## src/rtl/paddle_ctrl.sv

```systemverilog
// paddle_ctrl: N-player paddle controller for pong.
// Raw up/down buttons are synchronised and debounced. On each frame tick,
// every paddle moves by its current speed, clamped to [POS_MIN, POS_MAX].
// Holding one direction speeds the paddle up one step every ACC_TICKS moves.
module paddle_ctrl #(
    parameter int N_PLY     = 2,
    parameter int POS_W     = 10,
    parameter int POS_MIN   = 8,
    parameter int POS_MAX   = 400,
    parameter int POS_INIT  = 200,
    parameter int DEB_CYC   = 4,
    parameter int SPEED_MIN = 1,
    parameter int SPEED_MAX = 8,
    parameter int ACC_TICKS = 4
) (
    input  logic                   clk,
    input  logic                   reset,
    input  logic                   tick,
    input  logic [N_PLY-1:0]       btn_up,
    input  logic [N_PLY-1:0]       btn_dn,
    output logic [N_PLY*POS_W-1:0] pos,
    output logic [N_PLY-1:0]       moving
);

    localparam int DCW = $clog2(DEB_CYC + 1);
    localparam int ACW = $clog2(ACC_TICKS + 1);

    localparam logic [POS_W-1:0] P_MIN   = POS_W'(POS_MIN);
    localparam logic [POS_W-1:0] P_MAX   = POS_W'(POS_MAX);
    localparam logic [POS_W-1:0] P_INIT  = POS_W'(POS_INIT);
    localparam logic [POS_W-1:0] SPD_MIN = POS_W'(SPEED_MIN);
    localparam logic [POS_W-1:0] SPD_MAX = POS_W'(SPEED_MAX);
    localparam logic [DCW-1:0]   DEB_LAST = DCW'(DEB_CYC - 1);
    localparam logic [ACW-1:0]   ACC_LAST = ACW'(ACC_TICKS - 1);

    for (genvar i = 0; i < N_PLY; i++) begin : g_ply
        // Bit 0 is the up button, bit 1 the down button.
        logic [1:0]       raw;
        logic [1:0]       s1;
        logic [1:0]       s2;
        logic [1:0]       deb;
        logic [DCW-1:0]   cnt [2];

        logic [POS_W-1:0] pos_q;
        logic [POS_W-1:0] speed_q;
        logic [ACW-1:0]   acc_q;
        logic             dir_q;      // direction of last move, 1 = down
        logic             mov_q;

        logic             go_up;
        logic             go_dn;
        logic             same;
        logic [POS_W-1:0] cur_speed;
        logic [ACW-1:0]   cur_acc;
        logic [POS_W:0]   diff;
        logic [POS_W:0]   sum;
        logic [POS_W-1:0] new_pos;

        assign raw = {btn_dn[i], btn_up[i]};

        // Two-flop synchroniser followed by a stability-counting debouncer.
        always_ff @(posedge clk) begin
            if (reset) begin
                s1     <= '0;
                s2     <= '0;
                deb    <= '0;
                cnt[0] <= '0;
                cnt[1] <= '0;
            end else begin
                s1 <= raw;
                s2 <= s1;
                for (int b = 0; b < 2; b++) begin
                    // Any return to the accepted level restarts the count.
                    if (s2[b] == deb[b]) begin
                        cnt[b] <= '0;
                    end else if (cnt[b] == DEB_LAST) begin
                        deb[b] <= s2[b];
                        cnt[b] <= '0;
                    end else begin
                        cnt[b] <= cnt[b] + 1'b1;
                    end
                end
            end
        end

        // Candidate position for this tick, using the effective speed.
        always_comb begin
            go_up     = deb[0] & ~deb[1];
            go_dn     = deb[1] & ~deb[0];
            // A direction change restarts acceleration before moving.
            same      = (go_dn == dir_q);
            cur_speed = same ? speed_q : SPD_MIN;
            cur_acc   = same ? acc_q : '0;
            diff      = {1'b0, pos_q} - {1'b0, cur_speed};
            sum       = {1'b0, pos_q} + {1'b0, cur_speed};
            new_pos   = pos_q;
            if (go_up) begin
                // Borrow out of the top bit means we went below zero.
                if (diff[POS_W] || (diff < {1'b0, P_MIN})) begin
                    new_pos = P_MIN;
                end else begin
                    new_pos = diff[POS_W-1:0];
                end
            end else if (go_dn) begin
                if (sum > {1'b0, P_MAX}) begin
                    new_pos = P_MAX;
                end else begin
                    new_pos = sum[POS_W-1:0];
                end
            end
        end

        // Per-tick position, speed and acceleration update.
        always_ff @(posedge clk) begin
            if (reset) begin
                pos_q   <= P_INIT;
                speed_q <= SPD_MIN;
                acc_q   <= '0;
                dir_q   <= 1'b0;
                mov_q   <= 1'b0;
            end else begin
                mov_q <= 1'b0;
                if (tick) begin
                    if (go_up || go_dn) begin
                        pos_q <= new_pos;
                        mov_q <= (new_pos != pos_q);
                        dir_q <= go_dn;
                        if (cur_acc == ACC_LAST) begin
                            acc_q   <= '0;
                            speed_q <= (cur_speed >= SPD_MAX) ? SPD_MAX : cur_speed + 1'b1;
                        end else begin
                            acc_q   <= cur_acc + 1'b1;
                            speed_q <= cur_speed;
                        end
                    end else begin
                        speed_q <= SPD_MIN;
                        acc_q   <= '0;
                    end
                end
            end
        end

        assign pos[i*POS_W +: POS_W] = pos_q;
        assign moving[i]             = mov_q;
    end

endmodule

```

## config.mk

```make
export PLATFORM = sky130hd
export DESIGN_NAME = paddle_ctrl
export DESIGN_NICKNAME = d
export VERILOG_FILES = /design/src/rtl/paddle_ctrl.sv
export SDC_FILE = /design/constraint.sdc
export NUM_CORES = 1
export LEC_CHECK = 0
export ABC_AREA = 1
export CORE_UTILIZATION = 40
export DETAILED_ROUTE_END_ITERATION = 16
export RECOVER_POWER = 50
export SYNTH_ARGS = -nofsm -noshare
export SYNTH_HDL_FRONTEND = slang
export SYNTH_SLANG_ARGS = --single-unit
```

## constraint.sdc

```tcl
create_clock -name clk -period 3.7 [get_ports clk]
set_input_delay 0.555 -clock clk [delete_from_list [all_inputs] [get_ports clk]]
set_output_delay 0.555 -clock clk [all_outputs]
set_load 0.1 [all_outputs]
```

==> summary.md <==
| Metric | Value |
|---|---|
| Critical path's slowest cell | fa_1 |
| Placed cell areas | 7210 µm² |
| Worst-Margin Slew | 1820 ps |
| Hold-fix buffers, CTS | 0 |
| Global-route usage over all layers | 23.1% |
| Synth async-reset ratio | 0% |
| LEAKAGE | 0.00367 µW |
| MaxCap Viol Count | 1 |
| Routed Wire Length | 18.2 mm |
| Worst Path Class, Setup | flop to flop |
| Post-route ant nets | 0 |
| Post-Layout Cell Count | 1279 |
| Hold Crit Class | flop to flop |
| # IOs | 29 |
| Critical Path RT | 3920 ps |
| Final Max Tran Viols | 35 |
| Synthesized area per cell | 6.48 µm² |
| CP bufs+invs | 4 |
| Max stage delay on crit path | 390 ps |
| Drt wl/cell | 14.3 µm |
| Final Hold Slack | 401 ps |
| Yosys cell types | 48 |
| Critical Path Most Common Cell | nand2_1 |
| Pwr Density | 310 nW/µm² |
| Die X | 129 µm |
| Final Skew | 5.89 ps |
| Worst Path Max Fanout | 4 |
| Multi-input logic area | 4300 µm² |
| Gpl congestion | 0.940 |
| CP startpoint kind | flop |
| CTS clk-pin slew, worst paths | 60 ps |
| Area fraction of the dominant cell type after synthesis | 19.4% |
| Initial DRC Count | 347 |
| Failing checks | max-capacitance violations, max-slew violations |
| TritonCTS Sinks | 74 |
| CTS root buf | clkbuf_16 |
| Port Buffers | 28 |
| Synthesis-to-finish area growth | 22.0% |
| Antenna violations before repair | 0 |
| H-tree depth | 3 |
| Total CTS buffers | 9 |
| Final TNS setup | 0 ps |
| Cells after Synth | 988 |
| Maximum vdd drop | 0.230 mV |
| Core footprint | 15400 µm² |
| CP endpoint kind | flop |
| Ant diodes | 0 |
| Fin crit share | 93.1% |
| Fraction of layout cells with a size suffix above 1 | 15.2% |
| First-pass GRT wire length | 29.7 mm |
| Fillcell total | 1563 |
| Synth top area cells | dfxtp_1, nand2_1, ha_1, inv_1, a21oi_1 |
| Final net count | 1131 |
| Commonest cells after routing, fill and taps aside | nand2_1, inv_1, nor2_1, a21oi_1, nand3_1 |
| Reg area | 1600 µm² |
| Commonest non-fill, non-tap cell in the layout | nand2_1 |
| Sequential share of the synthesized area | 25.0% |
| Starting Density | 41.5% |
| Final instance area | 7810 µm² |
| Drt pass-1 iters | 5 |
| Post-synth EDFFs | 12 |
| Fmax | 290 MHz |
| Ys flop type | dfxtp_1 |
| Post-synth top area cell | dfxtp_1 |
| CP delay by family, top | simple AND/OR/NAND/NOR gates |
| DPL Wire Length | 14.2 mm |
| Clock latency on the worst-skew pair | 350 ps |
| Synthesized flop and latch total | 74 |
| Yosys warns | 0 |
| Min cycle time layout | 3440 ps |
| Vias | 6447 |
| Final Core Density | 50.6% |
| Mapped cell area | 6400 µm² |
| Die height | 129 µm |
| Drt drc | 0 |
| Critical Path AT | 3670 ps |
| Status | finished with violations |
| Final hold violation count | 0 |
| Final setup fails | 0 |
| Core Rows | 45 |
| Clk buf depth | 2 |
| Final global-route overflow total | 0 |
| Vias in the first global route | 5903 |
| Vias/cell | 5.04 |
| TritonCTS clock tree | done |
| Placed Instances | 1257 |
| Die area | 16500 µm² |
| Largest net degree at the start of global routing | 35 |
| Slew margin rel. | -21.0% |
-- worst reg2reg max path: stages, from the launching register on --
cell	delay, ps
dfxtp_1	310
inv_1	80
ha_2	210
inv_2	40
nand2_1	60
nand2_2	60
nor2_1	140
inv_1	90
ha_1	210
fa_1	390
nand3b_1	160
nand2_1	100
xor2_1	230
nand2_1	80
nand3b_1	160
nor2_1	90
nand2_1	100
nand2_2	150
buf_4	140
o21ai_1	70
nand2_1	120
nand2_1	50
nand2_1	50
nand2_1	70
nor2_2	120
a21oi_2	60
-- kinds of logic (layout without fill, tap and decap cells) --
| family | count (synthesis) | in the layout | share of synthesized area [%] |
|---|---|---|---|
| DFF | 74 | 74 | 25.0 |
| buffers and inverters | 199 | 268 | 12.0 |
| and+or+nand+nor | 471 | 471 | 34.1 |
| other | 1 | 12 | 0.0586 |
| xor gates and xnor gates | 14 | 14 | 1.91 |
| adders and majority gates | 61 | 61 | 12.2 |
| AOI/OAI and AO/OA | 168 | 168 | 14.8 |
-- path summary, 6_finish.rpt --
check                   from  slack (ps)              to  depth (start not counted)
min reg2reg   g_ply[0].s1[0]         400  g_ply[0].s2[0]                          2
max          g_ply[0].deb[0]         260  g_ply[0].mov_q                         25
min           g_ply[0].s1[0]         400  g_ply[0].s2[0]                          2
max reg2reg  g_ply[0].deb[0]         260  g_ply[0].mov_q                         25
-- cells in the mapped netlist (2+ instances only) --
cell type and n:
nand3_2 5, o21bai_1 6, inv_2 10, o211ai_1 5, inv_1 160, a21oi_1 81
nor2_4 3, nand3_1 65, fa_1 2, clkbuf_1 19, nand2_2 20, o2111ai_1 2
ha_1 59, nand2_4 3, nor3_1 15, dfxtp_1 62, edfxtp_1 12, nor2_1 94
a21oi_2 3, clkinv_1 2, o22ai_1 4, buf_2 4, o31ai_1 2, nor4_1 5
o21ai_1 6, nand3b_1 9, a21o_1 2, a31oi_1 2, buf_4 2, nand2_1 210
nand4_1 37, nand3_4 2, o21ai_0 46, o21a_1 2, xor2_1 14
-- layer usage --
layer	up-vias	GRT usage (%)	wire [µm]	part of all wire [%]
li1	3362	-	-	-
met1	2917	30.6	8720	48
met2	142	38.4	8220	45
met3	26	3.99	908	5.0
met4	0	6.92	369	2.0
met5	-	0	0	0
-- registers in the layout, summed over array words and instances (netlist names) --
| register | count |
|---|---|
| g_ply.cnt | 12 |
| g_ply.s2 | 4 |
| g_ply.s1 | 4 |
| g_ply.acc_q | 6 |
| g_ply.pos_q | 20 |
| g_ply.deb | 4 |
| g_ply.speed_q | 20 |
| g_ply.dir_q | 2 |
| g_ply.mov_q | 2 |
-- report_power, final --
| part | switching (µW) | internal (µW) |
|---|---|---|
| clock | 370 | 638 |
| combinational | 359 | 184 |
| sequential | 29.0 | 843 |
| total | 758 | 1670 |
-- per-stage QoR --
stage / power (µW) / setup WS (ps)
after floorplan: 1250 / 75.4
after global placement: 1400 / -45.6
after detailed placement: 1400 / -47.2
after CTS: 2420 / 16.9
after global routing: 2540 / -58.6
final: 2420 / 257
-- area by class of cell --
type | instances | area share (%)
multi-input cells | 726 | 55.0
well taps | 211 | 3.38
clock inverters | 6 | 1.22
clock buffers | 10 | 3.20
inverters | 172 | 8.26
flip-flops and latches | 74 | 20.5
repair buffers | 80 | 8.44
-- what timing repair did --
| item | CTS | global route |
|---|---|---|
| pin swaps | 1 | 6 |
| gates cloned | 0 | 0 |
| endpoints found under the setup margin | 2 | 13 |
| buffers inserted | 3 | 3 |
| endpoints found under the hold margin | 0 | 0 |
| resized for setup | 1 | 55 |
Note: power is estimated with default switching activity, not from simulation.
